===== src/rtl/edward_pkg.sv =====
// Shared constants for the Ed25519 mod-l arithmetic stages.
// The group order l is the Montgomery modulus used by every REDC stage.
package edward_pkg;

  localparam int R_WIDTH = 256;
  localparam logic [R_WIDTH-1:0] ED_L =
    256'h1000000000000000000000000000000014def9dea2f79cd65812631a5cf5d3ed;
  localparam int EDWARD_NM_M_LAT = 3;

endpackage


===== src/rtl/edward_cond_sub.sv =====
// Registered conditional subtraction: o_r = hi >= MODULUS ? hi - MODULUS : hi.
// Correct only for hi < 2*MODULUS; updates only when i_en is high.
module edward_cond_sub
  import edward_pkg::*;
#(
  parameter int           W       = R_WIDTH,
  parameter logic [W-1:0] MODULUS = ED_L
) (
  input  logic         i_clk,
  input  logic         i_rst_n,
  input  logic         i_en,
  input  logic [W:0]   i_hi,
  output logic [W-1:0] o_r
);

  logic [W+1:0] w_d;
  logic [W-1:0] r_r;

  // Two extra bits so the sign of hi - MODULUS is the top bit.
  assign w_d = {1'b0, i_hi} - {2'b00, MODULUS};

  always_ff @(posedge i_clk or negedge i_rst_n) begin
    if (!i_rst_n) begin
      r_r <= '0;
    end else if (i_en) begin
      r_r <= w_d[W+1] ? i_hi[W-1:0] : w_d[W-1:0];
    end
  end

  assign o_r = r_r;

endmodule


===== src/rtl/edward_mont_redc_final.sv =====
// Final Montgomery REDC stage: r = (T + m*N) / R, conditionally reduced below N.
// T is delayed to meet the m*N product from edward_NM_M; misalignment is sticky.
module edward_mont_redc_final
  import edward_pkg::*;
#(
  parameter int                 R_WIDTH = edward_pkg::R_WIDTH,
  parameter int                 MUL_LAT = edward_pkg::EDWARD_NM_M_LAT,
  parameter logic [R_WIDTH-1:0] MODULUS = edward_pkg::ED_L
) (
  input  logic                 i_clk,
  input  logic                 i_rst_n,
  input  logic                 i_T_vld,
  input  logic [2*R_WIDTH-1:0] i_T,
  input  logic                 i_t_vld,
  input  logic [2*R_WIDTH-1:0] i_t,
  output logic                 o_vld,
  output logic [R_WIDTH-1:0]   o_r,
  output logic                 o_lo_err,
  output logic                 o_align_err
);

  logic                 w_tail_vld;
  logic [2*R_WIDTH-1:0] w_tail_T;
  logic [2*R_WIDTH:0]   w_sum;
  logic                 w_pair;

  logic [R_WIDTH:0]     r_hi;
  logic                 r_lo_nz;
  logic                 r_a_vld;
  logic                 r_align_err;
  logic                 r_vld;
  logic                 r_lo_err;

  // Free-running delay line: the tail holds the T launched MUL_LAT cycles ago.
  for (genvar g = 0; g < MUL_LAT; g++) begin : g_dl
    logic                 r_vld_s;
    logic [2*R_WIDTH-1:0] r_T_s;
    if (g == 0) begin : g_head
      always_ff @(posedge i_clk or negedge i_rst_n) begin
        if (!i_rst_n) begin
          r_vld_s <= 1'b0;
          r_T_s   <= '0;
        end else begin
          r_vld_s <= i_T_vld;
          r_T_s   <= i_T;
        end
      end
    end else begin : g_body
      always_ff @(posedge i_clk or negedge i_rst_n) begin
        if (!i_rst_n) begin
          r_vld_s <= 1'b0;
          r_T_s   <= '0;
        end else begin
          r_vld_s <= g_dl[g-1].r_vld_s;
          r_T_s   <= g_dl[g-1].r_T_s;
        end
      end
    end
  end

  assign w_tail_vld = g_dl[MUL_LAT-1].r_vld_s;
  assign w_tail_T   = g_dl[MUL_LAT-1].r_T_s;
  assign w_sum      = {1'b0, w_tail_T} + {1'b0, i_t};
  assign w_pair     = i_t_vld & w_tail_vld;

  // Stage A captures only matched pairs; an orphan on either side is dropped.
  always_ff @(posedge i_clk or negedge i_rst_n) begin
    if (!i_rst_n) begin
      r_hi        <= '0;
      r_lo_nz     <= 1'b0;
      r_a_vld     <= 1'b0;
      r_align_err <= 1'b0;
      r_vld       <= 1'b0;
      r_lo_err    <= 1'b0;
    end else begin
      r_a_vld  <= w_pair;
      r_vld    <= r_a_vld;
      r_lo_err <= r_a_vld & r_lo_nz;
      if (w_pair) begin
        r_hi    <= w_sum[2*R_WIDTH:R_WIDTH];
        r_lo_nz <= |w_sum[R_WIDTH-1:0];
      end
      if (i_t_vld ^ w_tail_vld) begin
        r_align_err <= 1'b1;
      end
    end
  end

  edward_cond_sub #(
    .W       (R_WIDTH),
    .MODULUS (MODULUS)
  ) u_cond_sub (
    .i_clk   (i_clk),
    .i_rst_n (i_rst_n),
    .i_en    (r_a_vld),
    .i_hi    (r_hi),
    .o_r     (o_r)
  );

  assign o_vld       = r_vld;
  assign o_lo_err    = r_lo_err;
  assign o_align_err = r_align_err;

endmodule


===== config.mk =====
export PLATFORM = sky130hd
export DESIGN_NAME = edward_mont_redc_final
export DESIGN_NICKNAME = d
export VERILOG_FILES = /design/src/rtl/edward_pkg.sv /design/src/rtl/edward_cond_sub.sv /design/src/rtl/edward_mont_redc_final.sv
export SDC_FILE = /design/constraint.sdc
export NUM_CORES = 2
export LEC_CHECK = 0
export CORE_MARGIN = 2
export CORE_UTILIZATION = 35
export CTS_CLUSTER_SIZE = 12
export DETAILED_ROUTE_END_ITERATION = 12
export PLACE_DENSITY = 0.6
export SLEW_MARGIN = 20
export SYNTH_ARGS = -nofsm -noshare
export SYNTH_HDL_FRONTEND = slang
export SYNTH_SLANG_ARGS = --single-unit

===== constraint.sdc =====
create_clock -name i_clk -period 5.6 [get_ports i_clk]
set_clock_uncertainty 0.1 [all_clocks]
set_input_delay 1.68 -clock i_clk [delete_from_list [all_inputs] [get_ports i_clk]]
set_output_delay 1.68 -clock i_clk [all_outputs]
set_load 0.03 [all_outputs]

==> results.py <==
metrics = {
    "floorplan": {
        "start_util": 0.351,
        "die_h_um": 549,
        "rows": 200,
        "die_x_um": 549,
        "fp.dieArea_um2": 301000,
        "design.portCount": 1287,
        "core_um2": 296000,
    },
    "critical_path": {
        "cp.required_ns": 6.29,
        "cp_max_fo": 3,
        "crit_arrival_ns": 7.19,
        "r2r_slack_ns": -0.48,
        "path_class": "input port to flip-flop",
        "cp-start-kind": "input port",
        "critPathLaunch": "i_t[1]",
        "cp-end-kind": "flip-flop",
        "r2r_cells": 24,
        "r2r-start": "g_dl[2].r_T_s[0]$_DFF_PN0_",
        "worstSetupEndpoint": "r_lo_nz$_DFFE_PN0P_",
        "r2r_end": "r_lo_nz$_DFFE_PN0P_",
    },
    "layout": {
        "nNetsFinal": 17500,
        "multiInputGateArea_um2": 58700,
        "num-fill-cells": 26700,
        "drive_gt1_frac": 0.356,
        "seq_area_um2": 51500,
        "design_area_um2": 167000,
        "area_growth_pct": 60.3,
        "final_common_cell": "buf_4",
        "layout_common_cells": "3722 x buf_4, 2056 x dfrtp_1, 1258 x a21oi_1",
    },
    "routing": {
        "drt-initial-drc-count": 11900,
        "dr_total_vias": 110000,
        "ant_nets": 0,
        "drc": 0,
        "vias_per_cell": 5.47,
        "wl_per_cell_um": 28.9,
        "wl_um": 580000,
        "drt_first_pass_iters": 6,
    },
    "synthesis": {
        "ys_types": 93,
        "synth_nets": 12400,
        "seq_area_frac_synth": 0.495,
        "synth_edf_count": 0,
        "synth_seq_cells": 2057,
        "syn_avg_cell_area_um2": 9.58,
        "synth_area_um2": 104000,
        "ys.flop_type": "dfrtp_1",
        "async_flop_share": 1.00,
        "ys_warn_count": 0,
        "postSynthCellCount": 10800,
    },
    "sta": {
        "setup_viol": 111,
        "tightest_slew_ns": 1.22,
        "finalCritPeriodShare": 1.16,
        "fin_tns_setup_ns": -36.55,
        "slew_headroom": 0.189,
        "finalMaxSlewViolations": 0,
        "fin_crit_ns": 6.50,
        "hold_viol_final": 0,
        "hold_slack_ns": 0.187,
        "fmax_mhz": 154,
        "rsz0062_at_grt": "yes",
        "fin_ws_ns": -0.898,
    },
    "clock_network": {
        "h-tree-depth": 4,
        "cts_tree": "done",
        "clk_pin_slew_ns": 0.08,
        "clkLatencyLatePin_ns": 0.96,
        "cts_sinks": 2057,
        "ctsHoldBuffers": 0,
        "cts_root_buf": "clkbuf_16",
        "clk_path_buf_depth": 4,
        "numCtsBuffers": 220,
    },
    "flow_run": {
        "max_cap_viol_count": 0,
    },
    "pwr": {
        "peakVddDrop_mv": 0.291,
        "design_power_total_mw": 52.1,
        "p_leak_nw": 72.3,
        "p_per_area_nw_per_um2": 313,
    },
    "worst_hold_path": {
        "worstHoldPathType": "flip-flop to flip-flop",
    },
    "placed_design": {
        "gp_congestion": 1.14,
        "dpl-instance-area_um2": 150000,
        "portBuffers": 1286,
        "post-place-ws_ns": -3.50,
        "hpwl_um": 493000,
    },
    "global_route": {
        "antenna_found_initial": 156,
        "grt_pass1_wl_um": 800000,
        "grt_max_degree": 140,
        "grt_pass1_vias": 108000,
        "grt_use_total": 0.373,
        "grt_overflow_total": 0,
    },
    "outcome": {
        "violations": "negative setup slack",
        "status": "finished, violations left",
    },
}
-- worst max-delay path: stages --
cell and delay [ns]:
buf_2 0.15, ha_4 0.25, a211o_1 0.28, a2111o_1 0.44, and3_4 0.19, o2111ai_4 0.25, a211oi_2 0.14, nor3_4 0.29
o21a_2 0.26, o21ai_4 0.10, o31a_1 0.30, a21boi_2 0.23, buf_4 0.17, buf_4 0.20, o21ai_0 0.15, a21oi_2 0.26
o31ai_4 0.11, xnor2_1 0.29, buf_4 0.16, nand4_1 0.12, nor4_2 0.38, nand4_1 0.24, nor4_4 0.37, a41oi_1 0.15
-- metal layers --
layer | GRT usage | wire [µm] | share of wire
met1 | 0.481 | 234000 | 0.40
met2 | 0.576 | 255000 | 0.44
met3 | 0.0794 | 48700 | 0.084
met4 | 0.226 | 42400 | 0.073
met5 | 0 | 375 | 0.00065
-- flip-flops by register name, indices dropped and copies added, names as in the netlist --
name            count
r_lo_nz             1
o_align_err         1
g_dl.r_T_s       1536
r_a_vld             1
o_lo_err            1
u_cond_sub.o_r    256
r_hi              257
o_vld               1
g_dl.r_vld_s        3
-- synthesized netlist by cell type, drive strengths merged, types with 22 or more instances --
master	n	area share
a2111oi	22	0.0020
a211oi	35	0.0026
a21boi	49	0.0035
a21o	147	0.011
a21oi	1440	0.069
a31oi	82	0.0051
and2	43	0.0026
and3	53	0.0032
clkbuf	358	0.013
dfrtp	2057	0.50
ha	514	0.062
inv	236	0.0085
mux2	235	0.025
nand2	1042	0.038
nand2b	52	0.0031
nand3	186	0.0090
nand4	353	0.021
nor2	1163	0.042
nor2b	36	0.0022
nor3	259	0.013
nor4	143	0.0087
o211ai	44	0.0033
o21a	74	0.0053
o21ai	795	0.038
o21bai	197	0.014
o31ai	63	0.0046
or2	62	0.0037
or3	71	0.0043
or4	37	0.0027
xnor2	411	0.035
xor2	264	0.022
-- stage by stage --
| step | utilization | std cells |
|---|---|---|
| 2_1_floorplan | - | 10800 |
| 3_3_place_gp | 0.505 | 19400 |
| 3_5_place_dp | 0.505 | 19400 |
| 4_1_cts | 0.552 | 19900 |
| 5_1_grt | 0.563 | 20100 |
| 6_report | 0.563 | 20100 |
-- layout make-up --
type                            count  area share
Tap cell                         3939      0.0296
Clock inverter                     60     0.00562
Timing Repair Buffer             5224       0.260
Clock buffer                      296      0.0361
Sequential cell                  2057       0.309
Antenna cell                       93     0.00140
Inverter                          236     0.00533
Multi-Input combinational cell   8175       0.352
-- worst min path at each step --
stage                                      start                            to  slack, ns  cells past startpoint
floorplan             g_dl[0].r_T_s[0]$_DFF_PN0_    g_dl[1].r_T_s[0]$_DFF_PN0_       0.23                      0
global placement    g_dl[1].r_T_s[219]$_DFF_PN0_  g_dl[2].r_T_s[219]$_DFF_PN0_       0.23                      0
detailed placement  g_dl[0].r_T_s[110]$_DFF_PN0_  g_dl[1].r_T_s[110]$_DFF_PN0_       0.23                      0
CTS                 g_dl[1].r_T_s[161]$_DFF_PN0_  g_dl[2].r_T_s[161]$_DFF_PN0_       0.18                      0
global route         g_dl[0].r_T_s[28]$_DFF_PN0_   g_dl[1].r_T_s[28]$_DFF_PN0_       0.19                      0
finish              g_dl[1].r_T_s[416]$_DFF_PN0_  g_dl[2].r_T_s[416]$_DFF_PN0_       0.19                      0
-- where the power goes --
part / internal, mW / total, mW / switching [mW]
sequential: 16.6 / 18.5 / 1.85
clock: 8.22 / 14.5 / 6.27
combinational: 8.48 / 19.1 / 10.7
total: 33.3 / 52.1 / 18.8
-- kinds of logic (layout without fill, tap and decap cells) --
logic type	Yosys count	after routing	synth area share
AND/OR/NAND/NOR	3566	3566	0.158
AO/OA/AOI/OAI	3166	3166	0.178
flip-flops	2057	2057	0.495
XOR/XNOR	675	675	0.0569
buffers and inverters	613	5816	0.0223
adder cells (fa/ha/maj)	515	515	0.0621
multiplexers	253	253	0.0272
other	0	93	0
-- what timing repair did --
| action | CTS | global route |
|---|---|---|
| setup endpoints to repair | 308 | 207 |
| resized for setup | 1511 | 580 |
| setup buffers | 183 | 107 |
| pin swaps | 445 | 246 |
| endpoints found under the hold margin | 0 | 0 |
Note: power is estimated with default switching activity, not from simulation.
